<file path="src/rtl/uart_pkg.sv">
// Shared UART definitions: receive FSM encoding, raw frame width and frame-length helper.
// The Rx_Remap stage imports the same package so both ends agree on the encoding.
package uart_pkg;

  localparam int FRAME_W = 10;

  typedef enum logic [1:0] {
    ST_IDLE  = 2'd0,
    ST_START = 2'd1,
    ST_DATA  = 2'd2
  } uart_state_e;

  // Bits sampled after the start bit (data + optional parity + stop) for a {pen, eight} select
  function automatic logic [3:0] frame_len(input logic [1:0] fmt_sel);
    frame_len = 4'd8 + {3'b000, fmt_sel[0]} + {3'b000, fmt_sel[1]};
  endfunction

endpackage

</file>
<file path="src/rtl/uart_rx_engine_rx_sync.sv">
// Parameterized multi-flop synchronizer for the asynchronous rx pin.
// Every stage resets to the idle line level (1).
module rx_sync #(
  parameter int STAGES = 2
) (
  input  logic clk,
  input  logic reset,
  input  logic d,
  output logic q
);

  logic [STAGES-1:0] sync_r;

  // Shift chain; sync_r[0] is the metastability-exposed stage
  always_ff @(posedge clk) begin
    if (reset) begin
      sync_r <= {STAGES{1'b1}};
    end else begin
      sync_r <= {sync_r[STAGES-2:0], d};
    end
  end

  assign q = sync_r[STAGES-1];

endmodule

</file>
<file path="src/rtl/uart_rx_engine.sv">
// UART receive front end: start-bit qualification, mid-bit sampling and a
// left-justified 10-bit raw frame register handed to Rx_Remap with its format select.
module uart_rx_engine
  import uart_pkg::*;
#(
  parameter int SYNC_STAGES = 2,
  parameter int K_WIDTH     = 19
) (
  input  logic               clk,
  input  logic               reset,
  input  logic               rx,
  input  logic [K_WIDTH-1:0] baud_k,
  input  logic               eight,
  input  logic               pen,
  output logic [FRAME_W-1:0] data_out,
  output logic [1:0]         sel,
  output logic               rx_done,
  output logic               busy
);

  logic                rx_s;
  uart_state_e         state_r, state_nxt_s;
  logic [K_WIDTH-1:0]  timer_r, timer_nxt_s;
  logic [3:0]          bit_cnt_r, bit_cnt_nxt_s;
  logic [FRAME_W-1:0]  data_r, data_nxt_s;
  logic [1:0]          sel_r, sel_nxt_s;
  logic                done_r, done_nxt_s;
  logic                busy_r, busy_nxt_s;
  logic [K_WIDTH-1:0]  half_s;
  logic [K_WIDTH-1:0]  last_s;
  logic [3:0]          cnt_inc_s;

  rx_sync #(
    .STAGES (SYNC_STAGES)
  ) u_rx_sync (
    .clk   (clk),
    .reset (reset),
    .d     (rx),
    .q     (rx_s)
  );

  assign half_s    = baud_k >> 1;
  assign last_s    = baud_k - {{(K_WIDTH-1){1'b0}}, 1'b1};
  assign cnt_inc_s = bit_cnt_r + 4'd1;

  // State and datapath registers; every output is taken straight from a flop
  always_ff @(posedge clk) begin
    if (reset) begin
      state_r   <= ST_IDLE;
      timer_r   <= {K_WIDTH{1'b0}};
      bit_cnt_r <= 4'd0;
      data_r    <= {FRAME_W{1'b0}};
      sel_r     <= 2'b00;
      done_r    <= 1'b0;
      busy_r    <= 1'b0;
    end else begin
      state_r   <= state_nxt_s;
      timer_r   <= timer_nxt_s;
      bit_cnt_r <= bit_cnt_nxt_s;
      data_r    <= data_nxt_s;
      sel_r     <= sel_nxt_s;
      done_r    <= done_nxt_s;
      busy_r    <= busy_nxt_s;
    end
  end

  // Next-state and next-datapath decode for the receive FSM
  always_comb begin
    state_nxt_s   = state_r;
    timer_nxt_s   = timer_r;
    bit_cnt_nxt_s = bit_cnt_r;
    data_nxt_s    = data_r;
    sel_nxt_s     = sel_r;
    done_nxt_s    = 1'b0;
    busy_nxt_s    = busy_r;

    case (state_r)
      ST_IDLE: begin
        if (!rx_s) begin
          timer_nxt_s = {K_WIDTH{1'b0}};
          state_nxt_s = ST_START;
        end else begin
          state_nxt_s = ST_IDLE;
        end
      end

      ST_START: begin
        if (timer_r == half_s) begin
          if (!rx_s) begin
            // Format is frozen here; later changes on eight/pen wait for the next frame
            sel_nxt_s     = {pen, eight};
            timer_nxt_s   = {K_WIDTH{1'b0}};
            bit_cnt_nxt_s = 4'd0;
            busy_nxt_s    = 1'b1;
            state_nxt_s   = ST_DATA;
          end else begin
            state_nxt_s = ST_IDLE;
          end
        end else begin
          timer_nxt_s = timer_r + {{(K_WIDTH-1){1'b0}}, 1'b1};
        end
      end

      ST_DATA: begin
        if (timer_r == last_s) begin
          data_nxt_s    = {rx_s, data_r[FRAME_W-1:1]};
          bit_cnt_nxt_s = cnt_inc_s;
          timer_nxt_s   = {K_WIDTH{1'b0}};
          if (cnt_inc_s == frame_len(sel_r)) begin
            // Straight back to IDLE so a start edge half a bit later is still caught
            done_nxt_s  = 1'b1;
            busy_nxt_s  = 1'b0;
            state_nxt_s = ST_IDLE;
          end else begin
            state_nxt_s = ST_DATA;
          end
        end else begin
          timer_nxt_s = timer_r + {{(K_WIDTH-1){1'b0}}, 1'b1};
        end
      end

      default: begin
        state_nxt_s = ST_IDLE;
        busy_nxt_s  = 1'b0;
      end
    endcase
  end

  assign data_out = data_r;
  assign sel      = sel_r;
  assign rx_done  = done_r;
  assign busy     = busy_r;

endmodule

</file>
<file path="config.mk">
export PLATFORM = sky130hd
export DESIGN_NAME = uart_rx_engine
export DESIGN_NICKNAME = d
export VERILOG_FILES = /design/src/rtl/uart_pkg.sv /design/src/rtl/uart_rx_engine_rx_sync.sv /design/src/rtl/uart_rx_engine.sv
export SDC_FILE = /design/constraint.sdc
export NUM_CORES = 1
export LEC_CHECK = 0
export BUFFER_PORTS_ARGS = -buffer_cell sky130_fd_sc_hd__buf_2
export CAP_MARGIN = 5
export CELL_PAD_IN_SITES_DETAIL_PLACEMENT = 0
export CELL_PAD_IN_SITES_GLOBAL_PLACEMENT = 1
export CORE_MARGIN = 5
export CORE_UTILIZATION = 30
export CTS_BUF_LIST = sky130_fd_sc_hd__clkbuf_8
export CTS_CLUSTER_DIAMETER = 40
export DETAILED_ROUTE_END_ITERATION = 6
export PLACE_DENSITY_LB_ADDON = 0.1
export SLEW_MARGIN = 20
export SYNTH_ARGS = -nofsm -noshare
export SYNTH_HDL_FRONTEND = slang
export SYNTH_SLANG_ARGS = --single-unit
</file>
<file path="constraint.sdc">
create_clock -name clk -period 3.27 [get_ports clk]
set_clock_uncertainty 0.1 [all_clocks]
set_input_delay 0 -clock clk [delete_from_list [all_inputs] [get_ports clk]]
set_output_delay 0 -clock clk [all_outputs]
set_load 0.1 [all_outputs]
</file>
* Yosys cells after proc, flatten, opt, wreduce, memory -nomap -nowiden
Cells that the tools add are included.
** Cells by class
- $add $sub $neg :: 5
- Equal/unequal tests :: 9
- Muxes and demuxes :: 20
- Bitwise logic cells :: 4
- Reductions and logical operators :: 9
** Operator list (number)
- $mux 19 :: 3
- $pmux 19 s3 :: 1
- $add 19x1->19 const B :: 1
- $eq 19x18->1 :: 1
- $eq 19x19->1 :: 1
- $sub 19x1->19 const B :: 1
- $mux 4 :: 3
- $mux 2 :: 4
- $ne 2x2->1 const B :: 4
- $pmux 4 s2 :: 1
- $mux 1 :: 6
- $pmux 2 s3 :: 1
- $reduce_and 5->1 :: 1
- $add 4x1->4 :: 1
- $add 4x1->4 const A :: 1
- $add 4x1->4 const B :: 1
- $eq 4x4->1 :: 1
- $not 1->1 :: 4
- $reduce_and 2->1 :: 2
- $reduce_and 4->1 :: 1
- $pmux 1 s3 :: 1
- $reduce_and 3->1 :: 1
- $reduce_bool 3->1 :: 1
- $reduce_or 3->1 :: 1
- 4 further kinds :: 4
** Word-level totals
- Register bits :: 41
- Bits of input ports :: 24
- Output and inout port bits :: 14
- Logic and storage cells :: 55

* Longest topological paths before layout
Gate-level depths: netlist of run 1.
- Depth after elaboration :: 6
- Mapped depth :: 11
- Gate-level depth less buffers :: 10

* Hierarchy
From an unflattened synthesis of run 1, not the netlist that was laid out.
** Second synthesis, totals
- Cells, all modules :: 432
- Area, all modules :: 3324.4 µm²
** Modules (own cells, without submodules)
- uart_rx_engine :: times used 1, cells each 428, area each 3271.9 µm², seq. area each 780.7 µm²
- rx_sync :: times used 1, cells each 4, area each 52.6 µm², seq. area each 40.0 µm²

* Worst setup path before layout of run 1
OpenSTA, ideal clock, no wires.
- Path type :: register -> register
- Start point :: register timer_r[7]
- End point :: register bit_cnt_r[1]
- Setup time :: 0.069 ns
- Arrival time :: 2.526 ns
- Data required time :: 3.101 ns
- Setup slack :: 0.575 ns
- Cell stages (with the launch flop) :: 9
- Buffers on the path :: 1
- Period minus slack after synthesis :: 2.695 ns
- Path through :: dfxtp_1 -> clkbuf_1 -> or4b_2 -> o31ai_1 -> o32ai_1 -> nor4_4 -> nand2_1 -> or4b_1 -> o21ai_1
** On the way
- Longest elaborated chain between the ends :: 3
- Elaborated cells between the ends (all ways) :: 5
- Those cells by class :: eq/ne (4); reduce/logical (1)
** Ends and longest elaborated chain
- from (decl) :: RTL line uart_rx_engine.sv:23 : logic [K_WIDTH-1:0] timer_r, timer_nxt_s;
- from (signal assigned) :: RTL line uart_rx_engine.sv:50 : timer_r <= {K_WIDTH{1'b0}};
- from (signal assigned) :: RTL line uart_rx_engine.sv:58 : timer_r <= timer_nxt_s;
- $eq 19x19->1 or $eq 19x18->1 (tied branches) :: RTL line uart_rx_engine.sv:105, uart_rx_engine.sv:88
- $ne 2x2->1 (no line)
- $reduce_and 4->1 (no line) (*)
- to (signal assigned) :: RTL line uart_rx_engine.sv:59 : bit_cnt_r <= bit_cnt_nxt_s;
- to (decl) :: RTL line uart_rx_engine.sv:24 : logic [3:0] bit_cnt_r, bit_cnt_nxt_s;
Mark *: on every way between the ends. The rest lies on a longest branch, timed or not.
A chain may end at the register's enable or synchronous reset.

* Worst setup path after layout of run 1
- Start point :: register timer_r[8]
- End point :: register busy_r (netlist: busy)
** On the way
- Longest elaborated chain between the ends :: 3
- Elaborated cells between the ends (all ways) :: 5
- Those cells by class :: eq/ne (4); reduce/logical (1)
** Ends and longest elaborated chain
- $eq 19x19->1 or $eq 19x18->1 (tied branches) :: RTL line uart_rx_engine.sv:105, uart_rx_engine.sv:88
- $ne 2x2->1 (no line)
- $reduce_and 5->1 (no line) (*)
- to (signal assigned) :: RTL line uart_rx_engine.sv:63 : busy_r <= busy_nxt_s;
- to (decl) :: RTL line uart_rx_engine.sv:28 : logic busy_r, busy_nxt_s;
Marked as above.

==> results of run 1 <==
logic make-up (layout without fill, tap and decap cells):
logic type | after synthesis | after routing | share of synthesized area [%]
flops | 41 | 41 | 25.2
simple gates | 166 | 166 | 29.1
compound gates | 95 | 95 | 19.8
fa+ha+maj | 9 | 9 | 3.45
mux | 15 | 15 | 4.60
buf+inv | 44 | 91 | 5.56
xor+xnor | 46 | 46 | 12.4
layer usage:
metal / GRT usage (%) / share of wire, % / vias up
met1: 22.0 / 46 / 1530
met3: 2.06 / 3.8 / 21
met2: 29.2 / 48 / 82
li1: - / - / 1615
met4: 6.25 / 2.7 / 0
met5: 0 / 0 / -
area by class of cell:
class / count / share of cell area [%]
clock buffer: 6 / 2.15
clock inverter: 2 / 0.359
inverter: 15 / 1.47
multi-input combinational: 331 / 58.9
sequential: 41 / 21.4
tap: 140 / 4.57
timing repair buffer: 68 / 11.1
report_power, final:
part / leakage (uW) / internal [uW] / switching [uW]
registers: 0.000331 / 502 / 5.02
clock network: 0.0000512 / 172 / 204
logic: 0.00115 / 60.2 / 100
total: 0.00153 / 734 / 309
what timing repair did:
item / CTS / global route
hold buffers: 3 / 0
resized for setup: 0 / 1
hold endpoints to repair: 3 / 0
setup endpoints to repair: 0 / 1
worst paths after layout:
path                                     startpoint                   to  slack, ps
worst max register to register           timer_r[8]                 busy        270
worst min register to register  u_rx_sync.sync_r[0]  u_rx_sync.sync_r[1]        320
worst min-delay path                          reset               sel[1]         90
worst max-delay path                     timer_r[8]                 busy        270
stage by stage:
| stage | power (uW) | instances | instance area [um2] | util (%) | hold slack [ps] |
|---|---|---|---|---|---|
| detailed placement | 676 | 592 | 3710 | 34.5 | 88.7 |
| finish | 1040 | 603 | 3830 | 35.7 | 88.7 |
| global placement | 678 | 592 | 3710 | 34.5 | 89.1 |
| global route | 1090 | 603 | 3830 | 35.7 | 135 |
| floorplan | 612 | 416 | 3260 | - | 3.81 |
| CTS | 1050 | 603 | 3830 | 35.7 | 95.0 |
layout by cell type (no fill, tap or decap), types with 7 or more instances in the layout:
cell type and count:
sky130_fd_sc_hd__mux2i_1 15, sky130_fd_sc_hd__nand2_1 35, sky130_fd_sc_hd__xnor2_1 20, sky130_fd_sc_hd__buf_2 37, sky130_fd_sc_hd__dfxtp_1 40, sky130_fd_sc_hd__a31oi_1 14
sky130_fd_sc_hd__a21oi_1 16, sky130_fd_sc_hd__o21ai_0 17, sky130_fd_sc_hd__xor2_1 26, sky130_fd_sc_hd__or4_1 7, sky130_fd_sc_hd__nor4_1 8, sky130_fd_sc_hd__nor2_1 31
sky130_fd_sc_hd__ha_1 9, sky130_fd_sc_hd__buf_4 28, sky130_fd_sc_hd__inv_1 15, sky130_fd_sc_hd__nand3_1 17, sky130_fd_sc_hd__nor3_1 14
flip-flops by register name (all words and copies together), names as in the netlist:
signal / count
u_rx_sync.sync_r: 2
sel: 2
rx_done: 1
data_out: 10
timer_r: 19
busy: 1
bit_cnt_r: 4
state_r: 2
worst max-delay path, stage by stage (launching register included):
cell and delay, ps:
sky130_fd_sc_hd__dfxtp_2 390, sky130_fd_sc_hd__xor2_1 170, sky130_fd_sc_hd__nor4_1 360, sky130_fd_sc_hd__nand4_1 250, sky130_fd_sc_hd__or2_2 420, sky130_fd_sc_hd__a22oi_1 310, sky130_fd_sc_hd__o21ai_2 210, sky130_fd_sc_hd__buf_4 190
sky130_fd_sc_hd__or3_1 290, sky130_fd_sc_hd__a211oi_1 220
==> metrics.txt, run 1 <==
Max Freq=0.334 GHz; first drt pass iteration count=4; number of hold-slack violations in the final timing report=0; synthesized instance count=416; number of buffers inserted during clock tree synthesis=5; kind of end point of the critical path=flip-flop; standard-cell rows=38; sequential-to-total area share from yosys stat=25.2%; average instance area after synthesis=7.84 um2; quantity of I/O buffers inserted on ports=37; classification of the worst setup path=flip-flop to flip-flop; biggest area consumer among synthesized cells=sky130_fd_sc_hd__dfxtp_1; number of placed I/O pins=38; final setup violation count=0; number of pins with negative max-slew slack in the final report=0; post-route clock period utilization=91.7%; weighted congestion reported at the end of routability-driven placement=0.882; post-detailed-routing wire length=11000 um; Post-Synthesis Net Count=449; largest net degree at the start of global routing=35; Filler Cells Inserted=1188; count of buffers added by post-CTS timing repair for setup=0; result of the run=finished clean; per-cell routed wire length=18.2 um; number of nets in the layout=495; total inserted antenna cells=0; count of synthesis-stage warnings from yosys=0; post-synth cell types=62; setup slack after placement=30.8 ps; DIE WIDTH=114 um; overall overflow remaining after global route=0; Clock Latency Late Sink=300 ps; arrival time of the worst setup path=3120 ps; number of antenna violations at the first check in global routing=0; H-tree level count=2; unrepaired setup endpoints after global routing=no; via count of the first global-routing pass=3332; GRT Resource Usage Total=17.1%; most common cell in the synthesized netlist=sky130_fd_sc_hd__dfxtp_1; Max Fanout on Critical Path=9; effective utilization at floorplan=30.3%; post-route worst setup slack=272 ps; area inside the core boundary=0.0107 mm2; synth top area cells=sky130_fd_sc_hd__dfxtp_1, sky130_fd_sc_hd__xor2_1, sky130_fd_sc_hd__xnor2_1; worst vdd rail ir drop=0.175 mV; cells on worst reg2reg path=9; antenna viol nets, final=0; Final HPWL DP=8690 um; cell at the root of the clock tree=sky130_fd_sc_hd__clkbuf_8; share of flip-flops with an asynchronous set or reset after synthesis=0%; synth cell count leaders=sky130_fd_sc_hd__dfxtp_1, sky130_fd_sc_hd__nand2_1, sky130_fd_sc_hd__nor2_1, sky130_fd_sc_hd__xor2_1, sky130_fd_sc_hd__clkbuf_1; clock transition at the registers of the reported paths=90 ps; global-route wire length before repair=17600 um; fraction of final layout cells with drive strength greater than 1=19.9%; startpoint types=flip-flop; Lkg Pwr=0.00153 uW; vias per inst=5.39; Max Root-Sink Buffers=2; overall die area=0.0131 mm2; synth-to-layout area growth=17.6%; worst hold path stage count=2; leading register cell type out of synthesis=sky130_fd_sc_hd__dfxtp_1; Least-Margin Pin Slew=742 ps; total negative slack=0 ps; worst slew margin relative to its limit=50.1%; Power Dens Cells=272 mW/mm2; multi-input logic area=0.00226 mm2; worst min-delay path category=primary input to flip-flop; final critical delay including setup and external delays=3000 ps; Synth Cell Area=0.00326 mm2; via count=3248; number of clock sinks=41; top-area cell type share of the netlist area=25.2%; number of DRC violations after detailed routing=0; TritonCTS clock tree=yes; count of flip-flops with a built-in enable after synthesis=0; Data required, critical path=3390 ps; total of flip-flops plus latches after synthesis=41; Vert. Die Dim=114 um; total area of sequential cells=822 um2; Iter 0 DRT Violations=274; number of violations of the max-capacitance limit=0
Power figures use the tool's default switching activity.
==> run 2: changes to the inputs <==
Settings changed: CORE_MARGIN 5 to not set, SLEW_MARGIN 20 to 10.
==> metrics.txt, run 2 (synthesized netlist as in run 1, its figures left out) <==
Clock Latency Late Sink=300 ps; number of pins with negative max-slew slack in the final report=0; classification of the worst setup path=flip-flop to flip-flop; Iter 0 DRT Violations=159; post-route clock period utilization=93.7%; clock transition at the registers of the reported paths=90 ps; multi-input logic area=0.00226 mm2; global-route wire length before repair=16500 um; Filler Cells Inserted=1148; fin cells=597; cells on worst reg2reg path=9; total negative slack=0 ps; Data required, critical path=3400 ps; Power Dens Cells=270 mW/mm2; synth-to-layout area growth=16.9%; number of violations of the max-capacitance limit=0; Total Power=1030 uW; Cell Chain, Critical Path=xor2_1 -> nor4_1 -> nand4_1 -> or2_2 -> a22oi_1 -> o21ai_2 -> buf_4 -> or4b_1 -> a21oi_1; per-cell routed wire length=17.1 um; number of clock sinks=41; CP peak stage delay=470 ps; quantity of I/O buffers inserted on ports=37; end point of the worst hold path=data_out[6]; standard-cell rows=37; Max Root-Sink Buffers=2; uppermost routed layer=met4; result of the run=finished clean; number of flip-flops under the largest register name=19; routed metal-1 wirelength=4450 um; highest-delay cell along the critical path=sky130_fd_sc_hd__dfxtp_1; post-route standard cell area excluding fillers=0.00381 mm2; startpoint types=flip-flop; Register-to-Register Setup Slack=210 ps; antenna viol nets, final=0; GRT Resource Usage Total=18.8%; kind of end point of the critical path=flip-flop; number of placed I/O pins=38; via count=3244; Lkg Pwr=0.00151 uW; worst min-delay path category=primary input to flip-flop; effective utilization at floorplan=31.3%; via count of the first global-routing pass=3197; weighted congestion reported at the end of routability-driven placement=0.827; first drt pass iteration count=4; Hold Startpoint=reset; capturing point of the worst reg2reg path=state_r[0]; number of hold-slack violations in the final timing report=0; unrepaired setup endpoints after global routing=no; vias per inst=5.43; Final HPWL DP=8120 um; number of nets in the layout=493; number of antenna violations at the first check in global routing=0; most frequent standard cell in the layout excluding fill and tap cells=sky130_fd_sc_hd__dfxtp_1; overall overflow remaining after global route=0; total inserted antenna cells=0; Max Freq=0.327 GHz; worst hold path stage count=2; placed instance area=0.00369 mm2; DIE WIDTH=106 um; arrival time of the worst setup path=3190 ps; total length of routed met2 wires=5040 um; overall die area=0.0113 mm2; H-tree level count=2; Worst R2R Start=timer_r[16]; worst vdd rail ir drop=0.136 mV; TritonCTS clock tree=yes; Least-Margin Pin Slew=899 ps; Max Fanout on Critical Path=14; total area of sequential cells=821 um2; final critical delay including setup and external delays=3060 ps; # placed instances=586; number of buffers inserted during clock tree synthesis=5; register with the highest flop count=timer_r; area inside the core boundary=0.0104 mm2; fraction of final layout cells with drive strength greater than 1=19.3%; Vert. Die Dim=106 um; core occupancy in the finished layout=36.6%; count of buffers added by post-CTS timing repair for setup=0; routed length on met3=377 um; cell at the root of the clock tree=sky130_fd_sc_hd__clkbuf_8; worst slew margin relative to its limit=39.6%; largest net degree at the start of global routing=35; final setup violation count=0; post-detailed-routing wire length=10200 um; number of DRC violations after detailed routing=0; top library cells by usage in the layout, fill and taps aside=sky130_fd_sc_hd__dfxtp_1, sky130_fd_sc_hd__buf_2, sky130_fd_sc_hd__nand2_1
[run 2: changes by cell type in the layout (fill, tap and decap cells not counted)]
cell                      before  now
sky130_fd_sc_hd__o21ai_0      17   16
sky130_fd_sc_hd__buf_4        28   26
sky130_fd_sc_hd__dfxtp_1      40   41
sky130_fd_sc_hd__o21ai_1       2    3
sky130_fd_sc_hd__dfxtp_2       1    0
[run 2: through the flow]
step,setup slack [ps],hold WS (ps)
3_5_place_dp,109,90.8
3_3_place_gp,165,91.6
5_1_grt,69.0,117
2_1_floorplan,575,3.81
6_report,207,90.0
4_1_cts,217,90.6
[run 2: layer usage]
layer  global-route usage [%]  up-vias
li1                         -     1619
met1                     22.6     1533
met2                     33.2       67
met3                     2.58       25
met4                     8.04        0
met5                        0        -
[run 2: worst max-delay path by stage]
stage	cells after the start	start	slack, ps	to
after global placement	11	baud_k[5]	170	state_r[0]
after detailed placement	11	baud_k[5]	110	state_r[0]
final	9	timer_r[16]	210	state_r[0]
after CTS	9	timer_r[4]	220	state_r[0]
after global routing	9	timer_r[14]	70	state_r[0]
after floorplan	8	timer_r[7]	570	bit_cnt_r[1]
[run 2: report_power, final]
group          internal (uW)  total [uW]  switching, uW
combinational           60.0         157           97.2
sequential               502         507           4.59
clock                    171         364            193
[run 2: timing repair]
| item | in CTS | in global routing |
|---|---|---|
| hold buffers | 3 | 0 |
| setup endpoints to repair | 0 | 1 |
| gates resized for setup | 0 | 1 |
| hold endpoints to repair | 3 | 0 |
[run 2: final cells by class]
type                            count  share of cell area (%)
Clock buffer                        6                    2.17
Clock inverter                      2                   0.361
Inverter                           15                    1.48
Multi-Input combinational cell    331                    59.2
Sequential cell                    41                    21.5
Tap cell                          136                    4.46
Timing Repair Buffer               66                    10.8
[run 2: worst max-delay path: cells and delay by family (launching register included)]
kind / cells / cell delay (ps)
AND/OR/NAND/NOR: 4 / 1490
AO/OA/AOI/OAI: 3 / 610
flip-flops: 1 / 470
buffers and inverters: 1 / 210
XOR/XNOR: 1 / 110
